### src/rtl/seq_multi_module_if.sv
`default_nettype none
// ============================================================================
// Module : seq_multi_module_if
// Desc   : Operand/result handshake bundle for the sequential multiplier.
// Rev    : 1.0
// ============================================================================
interface seq_multi_module_if #(
   parameter int WIDTH = 8
);
   logic                 in_valid;
   logic                 in_ready;
   logic [WIDTH-1:0]     a;
   logic [WIDTH-1:0]     b;
   logic                 is_signed;
   logic                 out_valid;
   logic                 out_ready;
   logic [2*WIDTH-1:0]   product;
   logic                 ovf;

   modport master (
      output in_valid, a, b, is_signed, out_ready,
      input  in_ready, out_valid, product, ovf
   );

   modport slave (
      input  in_valid, a, b, is_signed, out_ready,
      output in_ready, out_valid, product, ovf
   );
endinterface
`default_nettype wire

### src/rtl/seq_multi_module.sv
`default_nettype none
// ============================================================================
// Module : seq_multi_module
// Desc   : Radix-2 shift-add multiplier, signed/unsigned, valid/ready I/O.
// Rev    : 1.0
// ============================================================================
module seq_multi_module #(
   parameter int WIDTH = 8
) (
   input  logic             clk,
   input  logic             rst_n,
   seq_multi_module_if.slave bus
);
   localparam int CW = (WIDTH > 1) ? $clog2(WIDTH) : 1;

   typedef enum logic [1:0] {
      IDLE = 2'd0,
      CALC = 2'd1,
      DONE = 2'd2
   } state_t;

   state_t               state_q, state_d;
   logic [CW-1:0]        cnt_q, cnt_d;
   logic [2*WIDTH-1:0]   mcand_q, mcand_d;
   logic [WIDTH-1:0]     mplier_q, mplier_d;
   logic [2*WIDTH-1:0]   acc_q, acc_d;
   logic [2*WIDTH-1:0]   product_q, product_d;
   logic                 ovf_q, ovf_d;
   logic                 sgn_q, sgn_d;
   logic                 neg_q, neg_d;

   logic [WIDTH-1:0]     w_mag_a;
   logic [WIDTH-1:0]     w_mag_b;
   logic [2*WIDTH-1:0]   w_sum;
   logic [2*WIDTH-1:0]   w_res;
   logic [WIDTH:0]       w_top;
   logic                 w_ovf;

   // A WIDTH-bit unsigned magnitude holds 2^(WIDTH-1), so the most-negative input is exact.
   always_comb begin
      w_mag_a = (bus.is_signed && bus.a[WIDTH-1]) ? -bus.a : bus.a;
      w_mag_b = (bus.is_signed && bus.b[WIDTH-1]) ? -bus.b : bus.b;
      w_sum   = acc_q + (mplier_q[0] ? mcand_q : '0);
      w_res   = neg_q ? -w_sum : w_sum;
      w_top   = w_res[2*WIDTH-1:WIDTH-1];
      w_ovf   = sgn_q ? ~((&w_top) | ~(|w_top)) : (|w_res[2*WIDTH-1:WIDTH]);
   end

   always_comb begin
      state_d   = state_q;
      cnt_d     = cnt_q;
      mcand_d   = mcand_q;
      mplier_d  = mplier_q;
      acc_d     = acc_q;
      product_d = product_q;
      ovf_d     = ovf_q;
      sgn_d     = sgn_q;
      neg_d     = neg_q;
      case (state_q)
         IDLE: begin
            if (bus.in_valid) begin
               state_d  = CALC;
               cnt_d    = '0;
               mcand_d  = {{WIDTH{1'b0}}, w_mag_a};
               mplier_d = w_mag_b;
               acc_d    = '0;
               sgn_d    = bus.is_signed;
               neg_d    = bus.is_signed & (bus.a[WIDTH-1] ^ bus.b[WIDTH-1]);
            end
         end
         CALC: begin
            acc_d    = w_sum;
            mcand_d  = mcand_q << 1;
            mplier_d = mplier_q >> 1;
            cnt_d    = cnt_q + CW'(1);
            // Last multiplier bit: publish the sign-corrected result directly.
            if (cnt_q == CW'(WIDTH-1)) begin
               state_d   = DONE;
               cnt_d     = '0;
               product_d = w_res;
               ovf_d     = w_ovf;
            end
         end
         DONE: begin
            if (bus.out_ready) begin
               state_d = IDLE;
            end
         end
         default: state_d = IDLE;
      endcase
   end

   always_ff @(posedge clk or negedge rst_n) begin
      if (!rst_n) begin
         state_q   <= IDLE;
         cnt_q     <= '0;
         mcand_q   <= '0;
         mplier_q  <= '0;
         acc_q     <= '0;
         product_q <= '0;
         ovf_q     <= 1'b0;
         sgn_q     <= 1'b0;
         neg_q     <= 1'b0;
      end else begin
         state_q   <= state_d;
         cnt_q     <= cnt_d;
         mcand_q   <= mcand_d;
         mplier_q  <= mplier_d;
         acc_q     <= acc_d;
         product_q <= product_d;
         ovf_q     <= ovf_d;
         sgn_q     <= sgn_d;
         neg_q     <= neg_d;
      end
   end

   assign bus.in_ready  = (state_q == IDLE);
   assign bus.out_valid = (state_q == DONE);
   assign bus.product   = product_q;
   assign bus.ovf       = ovf_q;
endmodule
`default_nettype wire

### src/flat_wrapper.sv
// flat-port wrapper written by rule: the top's interface ports become plain ports
module seq_multi_module_flat 
#(
   parameter int WIDTH = 8
)
  (clk, rst_n, bus_in_valid, bus_a, bus_b, bus_is_signed, bus_out_ready, bus_in_ready, bus_out_valid, bus_product, bus_ovf);
  seq_multi_module_if #(.WIDTH(WIDTH)) bus_i ();
  input  logic clk;
  input  logic rst_n;
  input wire logic [$bits(bus_i.in_valid)-1:0] bus_in_valid;
  input wire logic [$bits(bus_i.a)-1:0] bus_a;
  input wire logic [$bits(bus_i.b)-1:0] bus_b;
  input wire logic [$bits(bus_i.is_signed)-1:0] bus_is_signed;
  input wire logic [$bits(bus_i.out_ready)-1:0] bus_out_ready;
  output wire logic [$bits(bus_i.in_ready)-1:0] bus_in_ready;
  output wire logic [$bits(bus_i.out_valid)-1:0] bus_out_valid;
  output wire logic [$bits(bus_i.product)-1:0] bus_product;
  output wire logic [$bits(bus_i.ovf)-1:0] bus_ovf;
  assign bus_i.in_valid = bus_in_valid;
  assign bus_i.a = bus_a;
  assign bus_i.b = bus_b;
  assign bus_i.is_signed = bus_is_signed;
  assign bus_i.out_ready = bus_out_ready;
  assign bus_in_ready = bus_i.in_ready;
  assign bus_out_valid = bus_i.out_valid;
  assign bus_product = bus_i.product;
  assign bus_ovf = bus_i.ovf;
  seq_multi_module #(.WIDTH(WIDTH)) u_core (.clk(clk), .rst_n(rst_n), .bus(bus_i));
endmodule
### config.mk
export PLATFORM = sky130hd
export DESIGN_NAME = seq_multi_module_flat
export DESIGN_NICKNAME = d
export VERILOG_FILES = /design/src/rtl/seq_multi_module_if.sv /design/src/rtl/seq_multi_module.sv /design/src/flat_wrapper.sv
export SDC_FILE = /design/constraint.sdc
export NUM_CORES = 1
export LEC_CHECK = 0
export BUFFER_PORTS_ARGS = -buffer_cell sky130_fd_sc_hd__buf_2
export CAP_MARGIN = 0
export CORE_ASPECT_RATIO = 0.75
export CORE_MARGIN = 1.5
export CORE_UTILIZATION = 60
export DETAILED_ROUTE_END_ITERATION = 10
export PLACE_DENSITY = 0.79
export SLEW_MARGIN = 0
export SYNTH_ARGS = -nofsm -noshare
export SYNTH_HDL_FRONTEND = slang
export SYNTH_SLANG_ARGS = --single-unit
### constraint.sdc
create_clock -name clk -period 4.8 [get_ports clk]
set_input_delay 0.96 -clock clk [delete_from_list [all_inputs] [get_ports clk]]
set_output_delay 0.96 -clock clk [all_outputs]
set_load 0.005 [all_outputs]
==> results of run 1 <==
==> cell families (layout without fill, tap and decap cells) <==
kind of cell,count (synthesis),count (layout),synth area share [%]
flops,64,64,39.00
buf+inv,35,70,3.443
compound gates,135,135,20.99
xor+xnor,32,32,7.008
simple gates,178,178,20.90
fa+ha+maj,21,21,6.581
mux,8,8,2.072
==> worst max path at each step <==
| stage | start | slack [ps] | endpoint | cells past startpoint |
|---|---|---|---|---|
| detailed placement | u_core.mplier_q[0] | 610 | u_core.bus.ovf | 13 |
| CTS | u_core.mplier_q[0] | 580 | u_core.bus.ovf | 13 |
| global placement | u_core.mplier_q[0] | 820 | u_core.bus.ovf | 13 |
| finish | u_core.mplier_q[0] | 540 | u_core.bus.ovf | 13 |
| floorplan | u_core.mplier_q[0] | 1140 | u_core.bus.ovf | 13 |
| global route | u_core.mplier_q[0] | 250 | u_core.bus.ovf | 13 |
==> power by group <==
group          switching, mW  total (mW)  internal [mW]  leakage (nW)
Sequential             0.168       0.938          0.770         0.817
Combinational           1.04        1.71          0.668          1.17
Clock                  0.228       0.537          0.309         0.117
==> metrics by stage <==
stage / std cells / utilization (%)
after floorplan: 473 / -
after global placement: 573 / 67.28
after detailed placement: 573 / 67.28
after CTS: 589 / 70.84
after global routing: 589 / 70.84
final: 589 / 70.84
==> synthesized netlist by cell type (6+ instances only) <==
cell type and n:
and2_1 18, ha_1 20, nor3_1 6, o31ai_1 8, a22oi_1 12, xnor2_1 21, clkbuf_1 20, dfrtp_1 64
o21ai_0 54, inv_1 11, xor2_1 10, nor2_1 23, nand2_1 75, nand3_1 21, a21oi_1 17, o21a_1 6
==> critical path: cells and delay by family, from the launching register on <==
kind	cells	cell delay [ps]
AOI/OAI and AO/OA	5	1050
adders and majority gates	2	650
DFF	1	540
xor gates and xnor gates	1	140
and+or+nand+nor	5	1750
==> final cells by class <==
type,count,area [um^2],area share (%)
clock buffer,10,137.6,3.015
clock inverter,6,91.34,2.001
sequential,64,1602,35.09
tap,81,101.3,2.220
multi-input combinational,374,2366,51.84
inverter,11,41.29,0.9046
timing repair buffer,43,225.2,4.934
==> sequential cells by signal, indices dropped and copies added, names as in the netlist <==
signal and flops:
u_core.acc_q 16, u_core.bus.ovf 1, u_core.bus.product 16, u_core.cnt_q 3, u_core.mcand_q 16, u_core.mplier_q 8
u_core.neg_q 1, u_core.sgn_q 1, u_core.state_q 2
==> layer usage <==
| metal | track usage, % | part of all wire [%] | vias up |
|---|---|---|---|
| li1 | - | - | 1765 |
| met1 | 36.69 | 49 | 1702 |
| met2 | 44.60 | 46 | 86 |
| met3 | 4.550 | 3.9 | 12 |
| met4 | 9.546 | 1.3 | 0 |
| met5 | 0 | 0 | - |
==> summary.md, run 1 <==
| Metric | Value |
|---|---|
| Sequential-to-total area share from yosys stat | `39.00%` |
| Final Critical Period | `4257 ps` |
| Netlist cell types | `59` |
| CTS Hold Bufs | `0` |
| Via count | `3565` |
| Post-synth EDFFs | `0` |
| Layout cells sized above 1 | `13.98%` |
| Worst r2r dst | `u_core.bus.ovf` |
| Drt drc | `0` |
| Period utilization | `88.68%` |
| Row cnt | `25` |
| Avg WL per Cell | `16.11 um` |
| CTS tree | `yes` |
| WP data arrival | `4480 ps` |
| Antenna Cells | `0` |
| Detailed placement HPWL | `6836 um` |
| Final setup fails | `0` |
| Worst hold slack | `478.8 ps` |
| Fillcell total | `522` |
| Most common cell after layout, fill and taps aside | `nand2_1` |
| RSZ-0062 raised after global routing | `false` |
| Overall Global Routing Usage | `26.95%` |
| Iteration-0 DRC Markers | `180` |
| First-pass GRT wire length | `15630 um` |
| Die Wd | `98.53 um` |
| # Post-CTS Setup Buffers | `0` |
| Post-Syn Area | `4106 um^2` |
| Ports | `40` |
| Post-synth top area share | `39.00%` |
| Tightest Pin Transition | `1049 ps` |
| Crit-path cells | `and2_1 -> ha_1 -> fa_1 -> a211o_1 -> a21oi_1 -> o221ai_1 -> or3_1 -> or3_1 -> or3_1 -> o31ai_2 -> xor2_1 -> nor4b_1 -> a211oi_1` |
| Hold_sp | `u_core.bus.product[13]` |
| Mapped Cells | `473` |
| CP endpoint kind | `register` |
| IO buf count | `39` |
| Core area | `6444 um^2` |
| TritonCTS Buffers | `9` |
| Synth-to-Final Area Change | `11.15%` |
| Flop-to-flop setup slack | `540 ps` |
| Syn_area_per_cell | `8.682 um^2` |
| TritonCTS Sinks | `64` |
| Die H | `74.65 um` |
| Worst Path Max Fanout | `17` |
| Max Clk Rate | `0.2349 GHz` |
| Final Slew Violations | `0` |
| Total Routed Length | `9486 um` |
| Max VDD drop | `0.0004089 V` |
| Worst r2r path cells | `13` |
| Vias in the first global route | `3341` |
| Leakage | `2.100 nW` |
| Pre-CTS WS | `607.0 ps` |
| Slew Limit Headroom | `29.90%` |
| Post-route cell area | `4564 um^2` |
| CP max stage cell | `dfrtp_1` |
| Tot Pwr | `3.185 mW` |
| Tightest Hold Check Type | `reg -> reg` |
| Total of warnings raised by yosys | `0` |
| Initial antenna violation count | `0` |
| WHS Path Cells | `2` |
| Kind of critical path | `reg -> reg` |
| GR Overflow Total | `0` |
| DP Area | `4335 um^2` |
| Worst Hold End | `u_core.bus.product[13]` |
| Root buffer cell | `clkbuf_8` |
| Most frequent cells in the layout | `nand2_1, dfrtp_1, o21ai_0` |
| Clk slew on worst S/H paths | `80 ps` |
| Max Cap Viol | `0` |
| Clock Latency Late Sink | `350 ps` |
| Crit start category | `register` |
| Initial Util | `63.73%` |
| Vias/cell | `6.053` |
| Sum Neg Setup Slack | `0 ps` |
| Fin nets | `545` |
| Mapped Nets | `515` |
| DRT Pass-1 Iters | `5` |
| Final ANT Viol Nets | `0` |
| Synth area leader | `dfrtp_1` |
| Largest net degree at the start of global routing | `65` |
| Clock Skew | `14.48 ps` |
| CTS max path bufs | `2` |
| Post-CTS sizing | `0` |
| GP Congestion | `0.9359` |
| Critical R2R Launch | `u_core.mplier_q[0]` |
| Primary FF master, synth | `dfrtp_1` |
| Worst path max stage delay | `540 ps` |
| Pwr/cell area | `697.8 nW/um^2` |
| Final hold vios | `0` |
| FF+latch count, synth | `64` |
| Status | `complete, no violations` |
| Setup ws final | `543.5 ps` |
| Area contributors post-synth | `dfrtp_1, nand2_1, o21ai_0` |
| Post-synth ARST share | `100.0%` |
| CTS H-Tree Depth | `3` |
| Most frequent CP cell | `or3_1` |
| Critical Path RT | `5020 ps` |
| Die area | `7354 um^2` |
(Power assumes the default switching activity.)
==> run 2, diff against run 1 <==
ABC_AREA = 1   (was not set)
PLACE_DENSITY = 0.78   (was 0.79)
SKIP_CTS_REPAIR_TIMING = 1   (was not set)
==> run 2 against run 1 <==
Against the previous run:
- first-iteration DRC count grew 96%
- global-route usage grew 4.6 points
- critical path depth grew 7
- clock power shrank 11%
- area after synthesis grew 7.3%
- sequential power grew 2.2%
- wire length grew 20%
- critical path type unchanged
- largest cell class unchanged
- largest power group unchanged
- highest routed layer unchanged
==> summary.md, run 2 <==
| Metric | Value |
|---|---|
| Sequential-to-total area share from yosys stat | `36.36% (-2.6 points)` |
| Mapped Cells | `626 (+32%)` |
| GP Congestion | `0.9310 (-0.52%)` |
| Drt drc | `0 (unchanged)` |
| Sw Pwr | `1.786 mW (+24%)` |
| Most common cell after layout, fill and taps aside | `nand2_1` |
| Total Routed Length | `11400 um (+20%)` |
| Worst path bufs/invs | `2 (+2)` |
| TritonCTS Sinks | `64 (unchanged)` |
| Tightest Pin Transition | `802.3 ps (-246.6 ps)` |
| Netlist cell types | `39 (-34%)` |
| Post-synth EDFFs | `0 (unchanged)` |
| Max Cap Viol | `0 (unchanged)` |
| Cell Int Power | `1.701 mW (-2.7%)` |
| Delay-heaviest family, CP | `simple AND/OR/NAND/NOR gates` |
| Avg WL per Cell | `14.88 um (-7.6%)` |
| Synth cell count leaders | `nand2_1, inv_1, dfrtp_1` |
| Detailed placement HPWL | `8664 um (+27%)` |
| Period utilization | `68.21% (-20 points)` |
| IO buf count | `39 (unchanged)` |
| Final hold vios | `0 (unchanged)` |
| GR Overflow Total | `0 (unchanged)` |
| RSZ-0062 raised after global routing | `false` |
| Mapped Nets | `668 (+30%)` |
| Ports | `40 (unchanged)` |
| Status | `complete, no violations` |
| Largest net degree at the start of global routing | `34 (-48%)` |
| Vias in the first global route | `3926 (+18%)` |
| Final setup fails | `0 (unchanged)` |
| Critical path origin | `u_core.mplier_q[0]` |
| Clock Latency Late Sink | `360 ps (about the same)` |
| CP max stage cell | `dfrtp_1` |
| Worst Path Max Fanout | `17 (unchanged)` |
| Primary FF master, synth | `dfrtp_1` |
| Crit-path cells | `nand2_1 -> inv_1 -> ha_1 -> fa_1 -> inv_1 -> nand2_1 -> nor2_1 -> nand3_1 -> nor2_2 -> nand3_2 -> nand2_1 -> nand2_1 -> a21oi_2 -> nand2_1 -> nor2_1 -> nand2_1 -> nor2_1 -> nand2_1 -> nand3_1 -> nand2_1` |
| Tot Pwr | `3.487 mW (+9.5%)` |
| Logic pwr share | `58.8% (+5.1 points)` |
| Most common cell in the synthesized netlist | `nand2_1` |
| Row cnt | `26 (+4.0%)` |
| Initial antenna violation count | `0 (unchanged)` |
| CTS tree | `yes` |
| Post-Syn Area | `4404 um^2 (+7.3%)` |
| Total of warnings raised by yosys | `0 (unchanged)` |
| Die Wd | `101.9 um (+3.5%)` |
| Setup ws final | `1526 ps (+982.6 ps)` |
| CP endpoint kind | `register` |
| Root buffer cell | `clkbuf_8` |
| DRT Pass-1 Iters | `5 (unchanged)` |
| Post-synth ARST share | `100.0% (unchanged)` |
| Most frequent cells in the layout | `nand2_1, inv_1, dfrtp_1` |
| Leakage | `2.658 nW (+27%)` |
| Sw frac | `51.22% (+6.1 points)` |
| Tightest Hold Check Type | `reg -> reg` |
| Clk slew on worst S/H paths | `80 ps (about the same)` |
| Clock Skew | `11.28 ps (-3.202 ps)` |
| Syn_area_per_cell | `7.036 um^2 (-19%)` |
| Most frequent CP cell | `nand2_1` |
| CTS max path bufs | `2 (unchanged)` |
| First-pass GRT wire length | `19110 um (+22%)` |
| Post-synth top area share | `36.36% (-2.6 points)` |
| Critical Path RT | `5060 ps (+40 ps)` |
| WP data arrival | `3530 ps (-950 ps)` |
| Critical R2R Launch | `u_core.mplier_q[0]` |
| Vias/cell | `5.486 (-9.4%)` |
| Max VDD drop | `0.0003726 V (-8.9%)` |
| Core area | `6962 um^2 (+8.0%)` |
| Die area | `7869 um^2 (+7.0%)` |
| TritonCTS Buffers | `9 (unchanged)` |
| Via count | `4202 (+18%)` |
| Iteration-0 DRC Markers | `353 (+96%)` |
| FF+latch count, synth | `64 (unchanged)` |
| Synth-to-Final Area Change | `10.62%` |
| Worst path max stage delay | `650 ps (+110 ps)` |
| CTS H-Tree Depth | `3 (unchanged)` |
| Fin nets | `705 (+29%)` |
| Final ANT Viol Nets | `0 (unchanged)` |
| Die H | `77.20 um (+3.4%)` |
| Hold_sp | `u_core.bus.product[15]` |
| Crit start category | `register` |
| Pre-CTS WS | `1613 ps (+1006 ps)` |
| Final Critical Period | `3274 ps (-982.6 ps)` |
| Initial Util | `63.26% (-0.46 points)` |
| Slew Limit Headroom | `46.46% (+17 points)` |
| Sum Neg Setup Slack | `0 ps (unchanged)` |
| Overall Global Routing Usage | `31.57% (+4.6 points)` |
| Seq pwr share | `27.5% (-2.0 points)` |
| Area contributors post-synth | `dfrtp_1, nand2_1, inv_1` |
| Antenna Cells | `0 (unchanged)` |
| Kind of critical path | `reg -> reg` |
| Max Clk Rate | `0.3054 GHz (+30%)` |
| Pwr/cell area | `715.7 nW/um^2 (+2.6%)` |
| Layout cells sized above 1 | `14.82% (+0.84 points)` |
| Final Slew Violations | `0 (unchanged)` |
| Clock share of power | `13.7% (-3.2 points)` |
| Synth area leader | `dfrtp_1` |
==> run 2: cell count changes after synthesis, moves of 9 or more <==
cell	change
and2_1	-17
inv_1	+76
nor2_1	+17
clkbuf_1	-9
nand2_1	+112
nand3_1	+22
nand2_2	+23
xnor2_1	-13
==> run 2: cell type report <==
type | instances | area, um^2
clock buffers | 10 | 127.6
clock inverters | 6 | 70.07
fillers | 597 | 2090
inverters | 91 | 342.8
multi-input cells | 455 | 2390
flip-flops and latches | 64 | 1602
well taps | 98 | 122.6
repair buffers | 42 | 217.7
==> run 2: worst paths after layout <==
path,slack (ps),cells past startpoint,end
worst max-delay path,1530,20,u_core.bus.ovf
min in group asynchronous,660,1,u_core.mcand_q[2]
worst min-delay path,480,2,u_core.bus.product[15]
worst max register to register,1530,20,u_core.bus.ovf
worst min register to register,480,2,u_core.bus.product[15]
max in group asynchronous,3220,2,u_core.bus.product[11]
==> run 2: cells by family after synthesis <==
kind of cell / share of synthesized area, %
XOR/XNOR: 2.983
AND/OR/NAND/NOR: 32.22
AO/OA/AOI/OAI: 12.87
adder cells (fa/ha/maj): 6.136
flip-flops: 36.36
buffers and inverters: 9.431
==> run 2: worst min-delay path, cell delays in order, from the launching register on <==
cell and delay [ps]:
dfrtp_1 350, nand2_1 50, nand2_1 50
==> run 2: layer usage <==
layer | track usage [%] | up-vias | part of all wire [%]
met3 | 6.381 | 18 | 8.2
met5 | 0 | - | 0
met2 | 45.20 | 152 | 42
met1 | 47.27 | 1936 | 48
met4 | 10.27 | 0 | 1.6
li1 | - | 2096 | -
==> run 2: per-stage QoR <==
step	hold slack, ps	std cells	util [%]	cell area (um^2)
6_report	484.1	766	69.99	4872
5_1_grt	492.8	766	69.99	4872
4_1_cts	484.1	766	69.99	4872
3_5_place_dp	460.1	750	67.15	4674
3_3_place_gp	461.2	750	67.15	4674
2_1_floorplan	453.4	626	-	4404
==> run 2: power by group through the flow <==
stage / combinational, mW / clock, mW / sequential, mW
final: 2.05 / 0.479 / 0.959
after global routing: 2.30 / 0.508 / 0.985
after CTS: 2.02 / 0.482 / 0.955
after detailed placement: 2.00 / 0 / 0.960
after global placement: 1.94 / 0 / 0.954
after floorplan: 1.52 / 0 / 0.898
==> run 3, diff against run 2 <==
CORE_UTILIZATION = 54   (was 60)
PLACE_DENSITY = 0.74   (was 0.78)
clock period = 2.7 ns   (was 4.8 ns; I/O delays follow)
==> run 3 against run 2 <==
Against the previous run:
- the flow now finishes with violations (negative setup slack)
- combinational power increased by 140%
- fmax up 15%
- wire length is 6.3% higher
- non-clock buffer count rose by 39
- register-to-register slack got worse by 1700 ps
- die area is 11% higher
- critical endpoint unchanged
- design area is 14% higher
==> summary.md, run 3 (same netlist as run 2, synthesis figures left out) <==
| Metric | Value |
|---|---|
| Post-route cell area | `5539 um^2 (+14%)` |
| WP data arrival | `3120 ps (-410 ps)` |
| Row cnt | `28 (+7.7%)` |
| Critical Path RT | `2960 ps (-2100 ps)` |
| Root buffer cell | `clkbuf_8` |
| Total Routed Length | `12110 um (+6.3%)` |
| Slew Limit Headroom | `47.46% (+1.0 points)` |
| Final Critical Period | `2856 ps (-418.4 ps)` |
| Initial antenna violation count | `0 (unchanged)` |
| DP Area | `4959 um^2 (+6.1%)` |
| Die area | `8712 um^2 (+11%)` |
| TritonCTS Sinks | `64 (unchanged)` |
| TritonCTS Buffers | `9 (unchanged)` |
| CTS max path bufs | `2 (unchanged)` |
| Final Slew Violations | `0 (unchanged)` |
| Clk slew on worst S/H paths | `80 ps (about the same)` |
| Initial Util | `55.87% (-7.4 points)` |
| Iteration-0 DRC Markers | `279 (-21%)` |
| Most frequent cells in the layout | `nand2_1, inv_1, dfrtp_1` |
| Vias in the first global route | `4222 (+7.5%)` |
| Tightest Hold Check Type | `in -> async` |
| Worst Path Max Fanout | `4 (-13)` |
| RSZ-0062 raised after global routing | `true` |
| Critical R2R Launch | `u_core.mplier_q[0]` |
| Max VDD drop | `0.0007544 V (+100%)` |
| CTS tree | `yes` |
| Period utilization | `105.8% (+38 points)` |
| Antenna Cells | `0 (unchanged)` |
| CP endpoint kind | `register` |
| Max Clk Rate | `0.3502 GHz (+15%)` |
| Clock Latency Late Sink | `370 ps (about the same)` |
| Tot Pwr | `7.522 mW (+120%)` |
| GR Overflow Total | `0 (unchanged)` |
| Kind of critical path | `reg -> reg` |
| Worst r2r dst | `u_core.bus.ovf` |
| Status | `complete, but fails checks` |
| Core area | `7883 um^2 (+13%)` |
| Clock Skew | `6.592 ps (-4.687 ps)` |
| Overall Global Routing Usage | `29.16% (-2.4 points)` |
| Most common cell after layout, fill and taps aside | `nand2_1` |
| Final hold vios | `0 (unchanged)` |
| Synth-to-Final Area Change | `25.77%` |
| Via count | `4443 (+5.7%)` |
| Largest net degree at the start of global routing | `39 (+15%)` |
| GP Congestion | `0.9559 (+2.7%)` |
| Pre-CTS WS | `-156.1 ps (-1769 ps)` |
| Pwr/cell area | `1358 nW/um^2 (+90%)` |
| Final setup fails | `2 (+2)` |
| Worst r2r path cells | `20 (unchanged)` |
| CTS H-Tree Depth | `3 (unchanged)` |
| Die Wd | `107.3 um (+5.2%)` |
| Die H | `81.21 um (+5.2%)` |
| Final ANT Viol Nets | `0 (unchanged)` |
| Fin nets | `744 (+5.5%)` |
| Max Cap Viol | `0 (unchanged)` |
| Leakage | `2.877 nW (+8.3%)` |
| Setup ws final | `-155.6 ps (-1682 ps)` |
| Tightest Pin Transition | `787.2 ps (-15.09 ps)` |
| Layout cells sized above 1 | `27.72% (+13 points)` |
| Vias/cell | `5.472 (-0.25%)` |
| Avg WL per Cell | `14.92 um (+0.24%)` |
| DRT Pass-1 Iters | `5 (unchanged)` |
| Drt drc | `0 (unchanged)` |
| Flop-to-flop setup slack | `-160 ps (-1680 ps)` |
| First-pass GRT wire length | `19750 um (+3.4%)` |
| Ports | `40 (unchanged)` |
| Crit start category | `register` |
| IO buf count | `39 (unchanged)` |
| Sum Neg Setup Slack | `-265.8 ps (-265.8 ps)` |
| Detailed placement HPWL | `8809 um (+1.7%)` |
| Violated checks | `negative setup slack` |
[run 3: cell count changes in the layout (fill, tap and decap cells not counted), moves of 8 or more]
cell | before | now
a21oi_1 | 14 | 6
a21oi_2 | 1 | 9
nand2_4 | 1 | 9
nand2_2 | 23 | 36
ha_4 | 0 | 10
nand2_1 | 187 | 166
buf_4 | 3 | 39
ha_1 | 20 | 7
[run 3: layer usage]
layer | vias up | global-route usage (%) | part of all wire, %
met5 | - | 0 | 0
met4 | 0 | 7.733 | 1.1
met3 | 14 | 5.859 | 5.3
met2 | 130 | 46.50 | 46
met1 | 2137 | 40.61 | 47
li1 | 2162 | - | -
[run 3: how the worst max path moves through the flow]
stage | from | endpoint | slack, ps | cells after the start
finish | u_core.mplier_q[0] | u_core.bus.ovf | -160 | 20
global route | u_core.mplier_q[0] | u_core.bus.ovf | -350 | 23
CTS | u_core.mplier_q[0] | u_core.bus.ovf | -180 | 21
detailed placement | u_core.mplier_q[0] | u_core.bus.ovf | -160 | 23
global placement | u_core.mplier_q[0] | u_core.bus.ovf | -30 | 21
floorplan | u_core.mplier_q[0] | u_core.bus.ovf | 10 | 24
[run 3: critical path: stages (launching register included)]
cell	delay, ps
dfrtp_1	410
nand2_1	80
inv_2	40
ha_4	160
fa_2	480
inv_4	110
nand2_4	60
nor2_4	110
nand3_2	100
nor2_4	150
nand2_1	90
nor2_1	110
nand2_1	90
nor2_1	110
nand3_1	110
nand3_1	140
nand2_1	110
nor2_1	110
nand2_1	70
nand3_2	50
nand2_1	50
[run 3: through the flow]
step                hold slack, ps  std cells  utilization, %
floorplan                    244.4        626               -
global placement             459.3        792           62.90
detailed placement           460.5        792           62.90
CTS                          204.7        808           65.46
global route                 252.6        812           70.27
finish                       204.7        812           70.27
[run 3: cell type report]
class	count	area [um^2]
fillers	691	2344
clock buffers	9	123.9
inverters	91	346.6
well taps	105	131.4
clock inverters	7	77.57
multi-input cells	455	2728
flip-flops and latches	64	1602
repair buffers	81	530.5
[run 3: where the power goes]
group	total, mW	switching, mW	internal, mW
Clock	0.865	0.428	0.437
Combinational	4.93	2.91	2.02
Sequential	1.73	0.344	1.38
